`config.mk`:
```
export PLATFORM = sky130hd
export DESIGN_NAME = dmem_apb_ctrl
export DESIGN_NICKNAME = d
export VERILOG_FILES = /design/src/rtl/dmem_apb_ctrl.sv
export SDC_FILE = /design/constraint.sdc
export NUM_CORES = 1
export LEC_CHECK = 0
export CORE_UTILIZATION = 44
export CTS_BUF_LIST = sky130_fd_sc_hd__clkbuf_16
export DETAILED_ROUTE_END_ITERATION = 10
export PLACE_DENSITY = 0.81
export SYNTH_ARGS = -nofsm -noshare
export SYNTH_HDL_FRONTEND = slang
export SYNTH_SLANG_ARGS = --single-unit
export TNS_END_PERCENT = 10
```
`constraint.sdc`:
```
create_clock -name clk -period 2.52 [get_ports clk]
set_clock_uncertainty 0.15 [all_clocks]
set_input_delay 0.63 -clock clk [delete_from_list [all_inputs] [get_ports clk]]
set_output_delay 0.63 -clock clk [all_outputs]
set_load 0.05 [all_outputs]
```
`src/rtl/dmem_apb_ctrl.sv`:
```
// dmem_apb_ctrl: data-memory access controller.
// Arbitrates the pipeline memory stage and the debug/loader port onto a
// single APB data-memory slave through a registered four-state APB master.
// It also raises the pipeline stall while a pipeline access is outstanding
// and bounds hung or erroring slaves with a wait-state timeout.
module dmem_apb_ctrl #(
  parameter int unsigned ADDR_W  = 6,
  parameter int unsigned DATA_W  = 16,
  parameter int unsigned TIMEOUT = 15   // legal range 1..255
) (
  input  logic              clk,
  input  logic              rst,         // asynchronous, active low

  // pipeline memory-stage requester
  input  logic              pipe_req,
  input  logic              pipe_wr,
  input  logic [ADDR_W-1:0] pipe_addr,
  input  logic [DATA_W-1:0] pipe_wdata,
  output logic [DATA_W-1:0] pipe_rdata,
  output logic              pipe_done,
  output logic              stall_flg,

  // debug / loader requester
  input  logic              dbg_req,
  input  logic              dbg_wr,
  input  logic [ADDR_W-1:0] dbg_addr,
  input  logic [DATA_W-1:0] dbg_wdata,
  output logic [DATA_W-1:0] dbg_rdata,
  output logic              dbg_done,

  // shared completion status
  output logic              resp_err,

  // APB master
  output logic              psel,
  output logic              penable,
  output logic              pwrite,
  output logic [ADDR_W-1:0] paddr,
  output logic [DATA_W-1:0] pwdata,
  input  logic [DATA_W-1:0] prdata,
  input  logic              pready,
  input  logic              pslverr
);

  // FSM encoding
  localparam logic [1:0] ST_IDLE   = 2'd0;
  localparam logic [1:0] ST_SETUP  = 2'd1;
  localparam logic [1:0] ST_ACCESS = 2'd2;
  localparam logic [1:0] ST_DONE   = 2'd3;

  // requester ids
  localparam logic GNT_PIPE = 1'b0;
  localparam logic GNT_DBG  = 1'b1;

  // wait counter is 8 bits wide; TIMEOUT is limited to 1..255
  localparam logic [7:0] TIMEOUT_CNT = 8'(TIMEOUT);

  logic [1:0]        state_q,      state_d;
  logic              gnt_q,        gnt_d;
  logic              last_grant_q, last_grant_d;
  logic              wr_q,         wr_d;
  logic [ADDR_W-1:0] addr_q,       addr_d;
  logic [DATA_W-1:0] wdata_q,      wdata_d;
  logic              err_q,        err_d;
  logic [7:0]        wait_cnt_q,   wait_cnt_d;
  logic [DATA_W-1:0] pipe_rdata_q, pipe_rdata_d;
  logic [DATA_W-1:0] dbg_rdata_q,  dbg_rdata_d;

  // load-data capture strobe and value from the ACCESS phase
  logic              cap_en;
  logic [DATA_W-1:0] cap_data;

  // Next-state: arbitration, APB sequencing, timeout and read capture
  always_comb begin
    state_d      = state_q;
    gnt_d        = gnt_q;
    last_grant_d = last_grant_q;
    wr_d         = wr_q;
    addr_d       = addr_q;
    wdata_d      = wdata_q;
    err_d        = err_q;
    wait_cnt_d   = wait_cnt_q;
    pipe_rdata_d = pipe_rdata_q;
    dbg_rdata_d  = dbg_rdata_q;
    cap_en       = 1'b0;
    cap_data     = '0;

    case (state_q)
      ST_IDLE: begin
        if (pipe_req || dbg_req) begin
          // on contention the requester not served last wins
          if (pipe_req && dbg_req) begin
            gnt_d = ~last_grant_q;
          end else if (dbg_req) begin
            gnt_d = GNT_DBG;
          end else begin
            gnt_d = GNT_PIPE;
          end

          if (gnt_d == GNT_DBG) begin
            wr_d    = dbg_wr;
            addr_d  = dbg_addr;
            wdata_d = dbg_wdata;
          end else begin
            wr_d    = pipe_wr;
            addr_d  = pipe_addr;
            wdata_d = pipe_wdata;
          end

          err_d      = 1'b0;
          wait_cnt_d = '0;
          state_d    = ST_SETUP;
        end
      end

      ST_SETUP: begin
        state_d = ST_ACCESS;
      end

      ST_ACCESS: begin
        if (pready) begin
          err_d   = pslverr;
          state_d = ST_DONE;
          if (!wr_q) begin
            cap_en   = 1'b1;
            cap_data = pslverr ? '0 : prdata;
          end
        end else if (wait_cnt_q == TIMEOUT_CNT) begin
          // slave hung: abort as a failed transfer
          err_d   = 1'b1;
          state_d = ST_DONE;
          if (!wr_q) begin
            cap_en   = 1'b1;
            cap_data = '0;
          end
        end else begin
          wait_cnt_d = wait_cnt_q + 8'd1;
        end
      end

      ST_DONE: begin
        last_grant_d = gnt_q;
        state_d      = ST_IDLE;
      end

      default: begin
        state_d = ST_IDLE;
      end
    endcase

    // only the granted requester's read register moves
    if (cap_en) begin
      if (gnt_q == GNT_DBG) begin
        dbg_rdata_d = cap_data;
      end else begin
        pipe_rdata_d = cap_data;
      end
    end
  end

  // State and datapath registers with asynchronous active-low reset
  always_ff @(posedge clk or negedge rst) begin
    if (!rst) begin
      state_q      <= ST_IDLE;
      gnt_q        <= GNT_PIPE;
      last_grant_q <= GNT_DBG;
      wr_q         <= 1'b0;
      addr_q       <= '0;
      wdata_q      <= '0;
      err_q        <= 1'b0;
      wait_cnt_q   <= '0;
      pipe_rdata_q <= '0;
      dbg_rdata_q  <= '0;
    end else begin
      state_q      <= state_d;
      gnt_q        <= gnt_d;
      last_grant_q <= last_grant_d;
      wr_q         <= wr_d;
      addr_q       <= addr_d;
      wdata_q      <= wdata_d;
      err_q        <= err_d;
      wait_cnt_q   <= wait_cnt_d;
      pipe_rdata_q <= pipe_rdata_d;
      dbg_rdata_q  <= dbg_rdata_d;
    end
  end

  // Output decode: APB controls and done pulses come straight from state
  always_comb begin
    psel       = (state_q == ST_SETUP) || (state_q == ST_ACCESS);
    penable    = (state_q == ST_ACCESS);
    pwrite     = wr_q;
    paddr      = addr_q;
    pwdata     = wdata_q;
    pipe_done  = (state_q == ST_DONE) && (gnt_q == GNT_PIPE);
    dbg_done   = (state_q == ST_DONE) && (gnt_q == GNT_DBG);
    resp_err   = (state_q == ST_DONE) && err_q;
    pipe_rdata = pipe_rdata_q;
    dbg_rdata  = dbg_rdata_q;
    stall_flg  = pipe_req & ~pipe_done;
  end

endmodule

```
; Word-level counts from Yosys, hierarchy flattened
; Index checks and enable logic that the tools add are counted.
[op_classes]
add_sub_neg = 1
n_eq_ne = 8
muxes = 27
bitwise_logic = 4
n_reduce_logical = 14
[op_table]
columns = cell, count
row1 = $mux W16, 5
row2 = $mux W8, 3
row3 = $pmux W8 S2, 1
row4 = $mux W1, 12
row5 = $add A8 B1 Y8 const B, 1
row6 = $eq A8 B4 Y1 const B, 1
row7 = $pmux W2 S4, 1
row8 = $reduce_and A2 Y1, 4
row9 = $mux W2, 3
row10 = $mux W6, 1
row11 = $ne A2 B2 Y1 const B, 3
row12 = $eq A2 B2 Y1 const B, 2
row13 = $logic_and A1 B1 Y1, 4
row14 = $reduce_and A4 Y1, 1
row15 = $ne A3 B1 Y1 const B, 1
row16 = $not A1 Y1, 3
row17 = $reduce_and A3 Y1, 1
row18 = $eq A2 B1 Y1 const B, 1
row19 = $logic_not A2 Y1, 1
row20 = $logic_or A1 B1 Y1, 2
row21 = $pmux W1 S2, 1
row22 = $reduce_bool A2 Y1, 1
row23 = $and A1 B1 Y1, 1
[word_totals]
ff_bits = 68
inputBits = 68
output_inout_bits = 61
word_cells = 64

; Longest topological paths before layout
; Gate-level depths: netlist (run 1).
[depth]
word_depth = 5
depth_mapped = 7
mapped_depth_nobuf = 6

; Least setup slack after synthesis (run 1)
; Ideal clock, no wire load.
[synth_timing]
path_kind = register to output
startpoint = register state_q[1]
endpoint = output stall_flg
arrival_ns = 1.758
t_required_ns = 1.740
slack_ns = -0.018
stages_incl_launch_ff = 4
path_buffers = 0
cell_sequence = dfrtp_1 -> ha_1 -> nor2b_1 -> nor2b_1
[synth_via]
elab_chain_len = 4
[synth_lines]
columns = item, line
row1 = start: declaration, 58  ; logic [1:0] state_q, state_d;
row2 = start signal: assignment, 175  ; state_q <= state_d;
row3 = $eq A2 B2 Y1, 195  ; pipe_done = (state_q == ST_DONE) && (gnt_q == GNT_PIPE);
row4 = $logic_and A1 B1 Y1, 195
row5 = named net pipe_done, 20  ; output logic pipe_done,
row6 = $not A1 Y1, 200  ; stall_flg = pipe_req & ~pipe_done;
row7 = $and A1 B1 Y1, 200
row8 = end: declaration, 21  ; output logic stall_flg,
; The timed path passes the listed nets, and every way through them passes these cells.

; Worst setup path after layout (run 1)
[layout_timing]
startpoint = register wr_q, in the netlist pwrite
endpoint = output pwrite
[layout_rtl]
columns = item, line
row1 = start: declaration, 61  ; logic wr_q, wr_d;
row2 = start signal: assignment, 178  ; wr_q <= wr_d;
row3 = end: declaration, 37  ; output logic pwrite,
; No word-level cell between the ends.

==> impl_metrics.toml, run 1 <==
[floorplan]
core_sq_mm = 0.00694
chipWidth_um = 87.8
num_rows = 30
initial_core_util_pct = 46.6
die-area_sq_mm = 0.00770
io_pins = 129
dieHeight_um = 87.8

[critical_path]
path_buf_inv = 1
end_kind = "primary output"
r2r-start = "state_q[0]"
critPathLaunchType = "flip-flop"
cp-endpoint = "pwrite"
startpoint = "pwrite"
reg2reg_slack_ps = 220
r2r_cells = 6
crit_family = "buffers and inverters"
cp.depth = 1
cp_max_fo = 4
cpPeakStageDelay_ps = 870
reg2reg_to = "wait_cnt_q[4]"
slowest_stage = "clkdlybuf4s50_1"
cp_data_required_time_ps = 1740
crit_arrival_ps = 1610
cp_cell_sequence = "clkdlybuf4s50_1"
critPathKind = "flip-flop to primary output"

[timing]
tightest_slew_ps = 923
slew-limit-headroom_pct = 38.3
finalSetupTns_ps = 0
rsz0062_at_grt = "no"
setup_viol = 0
hold_viol = 0
period_share_pct = 94.7
final.min_clock_period_ps = 2390
fin_ws_ps = 134
max_freq_mhz = 419
whs_ps = 178
finalMaxSlewViolations = 0

[yosys]
postSynthCellCount = 272
yosys.area_share.simple_pct = 13.4
synth_ff_type = "dfrtp_1"
synth_top_area_cell = "dfrtp_1"
synth.most_common_cell = "dfrtp_1"
muxShareOfSynthArea_pct = 20.7
yosys.area_share.adder_pct = 1.93
synth_common_cells = "dfrtp_1 (67), nand2_1 (32), o21ai_0 (26), mux2i_1 (25), mux2_2 (24)"
syn_area_sq_mm = 0.00324
synth-compound-area-share_pct = 8.23
yosysTopAreaCellShare_pct = 51.8
ys_warn_count = 0
ys_seq_area_share_pct = 52.6
yosys-top-cells-area = "dfrtp_1 (52%), mux2_2 (8.3%), mux2i_1 (7.7%)"
synth-edff-count = 0
synthXorXnorAreaFrac_pct = 0
synth_top_family_by_area = "multiplexers"
synthArstFlopShare_pct = 100
ys_ff_latch = 68
syn_nets = 345
synth.distinct_cells = 44
syn_avg_cell_area_sq_um = 11.9

[cts]
clkTransAtPathRegs_ps = 60
holdBufCountCts = 0
insertion_delay_ps = 320
post_cts_buffers = 0
root_buffer = "clkbuf_16"
ctsResizeCount = 0
htreeDepth = 3
clockBufferDepth = 2
cts.sinks = 68
cts_buffers = 9
cts_tree = "done"

[placed_design]
pre_cts_ws_ps = -127
portBuffers = 128
routabilityCongestion = 0.797
hpwl_um = 5790

[finish]
multi_input_area_sq_mm = 0.00145
diodes = 0
seq_area_sq_mm = 0.00170
num-fill-cells = 505
nets = 479
drive_above_1_share_pct = 19.7
area_growth_pct = 54.7

[global_routing]
antenna_found_initial = 0
overflow = 0
grt_pass1_wl_um = 13000
grt_use_total_pct = 22.2
grt_pass1_vias = 2744
grt_max_degree = 69

[run]
cap_violations = 0

[hold_path]
min_path_type = "input port to async pin"

[drt]
num_vias = 2559
routed_via_density = 5.05
drtIter0Drc = 143
wl_um = 7850
drtPass1Iterations = 4
antenna_left = 0
drcViolationCount = 0
wl_per_cell_um = 15.5

[power_and_ir_drop]
cellPowerDensity_mw_per_mm2 = 1310
vdd_drop_max_mv = 0.718
power.leakage_nw = 2.26
finalPower_mw = 6.55

[status]
status = "finished clean"
## power by group
group / internal, mW / total (mW) / switching [mW] / leakage (nW)
sequential: 1.52 / 1.79 / 0.267 / 0.887
clock: 0.768 / 1.25 / 0.477 / 0.138
combinational: 1.32 / 3.51 / 2.19 / 1.23
total: 3.61 / 6.55 / 2.94 / 2.26
## layout by cell type, fill, tap and decap left out, drive strengths merged, types with 2 or more instances in the layout
| master | count |
|---|---|
| and2 | 18 |
| nand2b | 2 |
| dfrtp | 67 |
| a21oi | 5 |
| ha | 5 |
| mux2 | 34 |
| nand2 | 32 |
| clkbuf | 9 |
| nor2 | 2 |
| clkinv | 2 |
| o21ai | 26 |
| clkdlybuf4s50 | 121 |
| nor4 | 3 |
| inv | 3 |
| buf | 19 |
| nand4 | 2 |
| or4 | 3 |
| and3 | 3 |
| mux2i | 25 |
| clkinvlp | 3 |
| nand3 | 2 |
| o31ai | 4 |
| nor2b | 3 |
## area by class of cell
type | count | share of cell area [%]
multi-input combinational | 185 | 29.0
clock buffer | 9 | 4.50
timing repair buffer | 140 | 28.5
sequential | 68 | 34.0
inverter | 2 | 0.150
tap | 96 | 2.40
clock inverter | 7 | 1.50
## per-layer routing
layer / up-vias / global-route usage, % / part of all wire, % / wire length (um)
li1: 1234 / - / - / -
met1: 1198 / 27.5 / 42 / 3310
met2: 119 / 36.8 / 48 / 3740
met3: 8 / 7.16 / 9.0 / 708
met4: 0 / 6.86 / 1.2 / 93
met5: - / 0 / 0 / 0
## how the worst min path moves through the flow
stage,from,slack (ps),end,depth (start not counted)
CTS,rst,190,pipe_rdata[15],2
detailed placement,paddr[0],320,paddr[0],2
floorplan,rst,180,dbg_rdata[0],0
finish,rst,180,pipe_rdata[10],2
global route,rst,200,pipe_rdata[10],2
global placement,pwdata[12],310,pwdata[12],2
## through the flow
step	std cells	util [%]	instance area [sq um]
6_report	507	72.1	5010
3_3_place_gp	491	67.8	4710
4_1_cts	507	72.1	5010
5_1_grt	507	72.1	5010
2_1_floorplan	272	-	3240
3_5_place_dp	491	67.8	4710
## cells by family (layout without fill, tap and decap cells)
group | Yosys count | in the layout
DFF | 68 | 68
muxes | 59 | 59
adders and majority gates | 5 | 5
buffers and inverters | 19 | 158
and+or+nand+nor | 77 | 77
AOI/OAI and AO/OA | 44 | 44
## state kept, by name, summed over array words and instances (netlist names)
| name | flops |
|---|---|
| pipe_rdata | 16 |
| dbg_rdata | 16 |
| last_grant_q | 1 |
| gnt_q | 1 |
| pwrite | 1 |
| pwdata | 16 |
| err_q | 1 |
| state_q | 2 |
| paddr | 6 |
| wait_cnt_q | 8 |
Note: power is estimated with default switching activity, not from simulation.
==> run 2, diff against run 1 <==
--- a/config.mk
+++ b/config.mk
@@ -5,10 +5,12 @@
 export SDC_FILE = /design/constraint.sdc
 export NUM_CORES = 1
 export LEC_CHECK = 0
+export ABC_AREA = 1
 export CORE_UTILIZATION = 44
 export CTS_BUF_LIST = sky130_fd_sc_hd__clkbuf_16
 export DETAILED_ROUTE_END_ITERATION = 10
-export PLACE_DENSITY = 0.81
+export PLACE_DENSITY = 0.8
+export REMOVE_ABC_BUFFERS = 1
 export SYNTH_ARGS = -nofsm -noshare
 export SYNTH_HDL_FRONTEND = slang
 export SYNTH_SLANG_ARGS = --single-unit
==> run 2 against run 1 <==
Via count rose by 29%. Sequential cell count unchanged. Clock-buffer cell count unchanged. Critical endpoint is now stall_flg.
==> impl_metrics.toml, run 2 <==
[power_and_ir_drop]
power_switching_mw = 2.79
power_frac_seq_pct = 27.0
cellInternalPower_mw = 3.31
cellPowerDensity_mw_per_mm2 = 1210
pwr-share-comb_pct = 51.3
clkPwrFrac_pct = 21.7
switching_share_pct = 45.7
vdd_drop_max_mv = 0.699
power.leakage_nw = 2.38
finalPower_mw = 6.11

[drt]
drcViolationCount = 0
num_vias = 3308
drtIter0Drc = 279
wl_um = 8830
drtPass1Iterations = 4
antenna_left = 0
routed_via_density = 5.14
wl_per_cell_um = 13.7

[yosys]
synth_top_area_cell = "dfrtp_1"
yosysTopAreaCellShare_pct = 50.0
syn_avg_cell_area_sq_um = 8.09
synth_ff_type = "dfrtp_1"
synthArstFlopShare_pct = 100
syn_area_sq_mm = 0.00336
yosys.area_share.simple_pct = 30.3
muxShareOfSynthArea_pct = 0
synth_top_family_by_area = "simple AND/OR/NAND/NOR gates"
synth_common_cells = "nand2_1 (122), dfrtp_1 (67), nor2_1 (46), o21ai_0 (35), nand4_1 (34)"
ys_ff_latch = 68
postSynthCellCount = 415
synth-compound-area-share_pct = 9.36
synth.most_common_cell = "nand2_1"
synth.distinct_cells = 26
yosys-top-cells-area = "dfrtp_1 (50%), nand2_1 (14%), nand4_1 (6.3%)"
yosys.area_share.adder_pct = 1.86
synthXorXnorAreaFrac_pct = 0.261
ys_seq_area_share_pct = 50.7
synth-edff-count = 0
ys_warn_count = 0

[critical_path]
crit_arrival_ps = 1610
cp_data_required_time_ps = 1740
cp_max_fo = 3
critPathLaunchType = "input port"
end_kind = "primary output"
critPathKind = "input port to primary output"

[floorplan]
die-area_sq_mm = 0.00798
num_rows = 31
core_sq_mm = 0.00733
chipWidth_um = 89.3
dieHeight_um = 89.3
initial_core_util_pct = 45.8
io_pins = 129

[finish]
seq_area_sq_mm = 0.00170
multi_input_area_sq_mm = 0.00140
drive_above_1_share_pct = 8.27
diodes = 0
area_growth_pct = 50.6
stdcell_area_sq_mm = 0.00505
num-fill-cells = 564
layout.cells.most_common = "nand2_1"
nets = 612
final_cell_mix = "nand2_1 (122), clkdlybuf4s50_1 (121), dfrtp_1 (67)"

[timing]
period_share_pct = 94.7
tightest_slew_ps = 744
slew-limit-headroom_pct = 50.4
finalSetupTns_ps = 0
max_freq_mhz = 419
final.min_clock_period_ps = 2390
finalMaxSlewViolations = 0
hold_viol = 0
fin_ws_ps = 133
rsz0062_at_grt = "no"
whs_ps = 176
setup_viol = 0

[cts]
clockBufferDepth = 2
ctsResizeCount = 0
insertion_delay_ps = 320
root_buffer = "clkbuf_16"
cts.sinks = 68
cts_tree = "done"
holdBufCountCts = 0
htreeDepth = 3
cts_buffers = 9
post_cts_buffers = 0
clkTransAtPathRegs_ps = 50

[placed_design]
postPlaceCellArea_sq_mm = 0.00474
hpwl_um = 6210
pre_cts_ws_ps = 145
routabilityCongestion = 0.815
portBuffers = 128

[run]
cap_violations = 0

[global_routing]
grt_pass1_vias = 3152
antenna_found_initial = 0
grt_max_degree = 69
grt_use_total_pct = 23.4
overflow = 0
grt_pass1_wl_um = 14200

[status]
status = "finished clean"

[hold_path]
min_path_type = "input port to async pin"
[run 2: cell types whose count changed in the layout (fill, tap and decap cells not counted), moves of 18 or more]
cell / change
nand4_1: +32
nor2_1: +44
mux2_2: -24
o21ai_1: +21
mux2i_1: -25
inv_1: +29
nand2_1: +90
and2_1: -18
[run 2: logic make-up after synthesis]
logic type	count (synthesis)
compound gates	60
xor+xnor	1
fa+ha+maj	5
buf+inv	56
flops	68
simple gates	225
[run 2: area by class of cell]
cell class | instances | share of cell area [%]
Inverter | 33 | 2.45
Clock inverter | 7 | 1.83
Clock buffer | 9 | 4.46
Sequential cell | 68 | 33.7
Timing Repair Buffer | 136 | 27.4
Tap cell | 99 | 2.45
Multi-Input combinational cell | 291 | 27.7
[run 2: power by group through the flow]
stage / registers, mW / clock network (mW) / logic [mW]
final: 1.65 / 1.33 / 3.13
after global routing: 1.69 / 1.39 / 3.35
after CTS: 1.65 / 1.35 / 3.15
after detailed placement: 1.66 / 0 / 3.14
after global placement: 1.65 / 0 / 3.09
after floorplan: 2.65 / 0 / 0.951
[run 2: per-stage QoR]
step	cells	util, %
6_report	643	68.9
5_1_grt	643	68.9
4_1_cts	643	68.9
3_5_place_dp	627	64.6
3_3_place_gp	627	64.6
2_1_floorplan	392	-
[run 2: final timing paths]
kind / cells past startpoint / slack (ps) / endpoint / start
max: 4 / 130 / stall_flg / pipe_req
min: 2 / 180 / dbg_rdata[11] / rst
max reg2reg: 5 / 550 / pipe_rdata[8] / gnt_q
min reg2reg: 2 / 320 / dbg_rdata[11] / dbg_rdata[11]
max in group asynchronous: 2 / 1720 / last_grant_q / rst
min in group clk: 2 / 320 / dbg_rdata[11] / dbg_rdata[11]
[run 2: metal layers]
layer	track usage, %	vias up	routed length (um)	part of all wire [%]
met5	0	-	0	0
met4	10.2	0	154	1.7
met3	7.02	17	789	8.9
met2	38.5	151	4270	48
met1	28.5	1535	3620	41
li1	-	1605	-	-
[run 2: worst max-delay path, cell delays in order]
cell and delay, ps:
clkdlybuf4s50_1 540, inv_1 80, nor2_1 190, buf_12 170
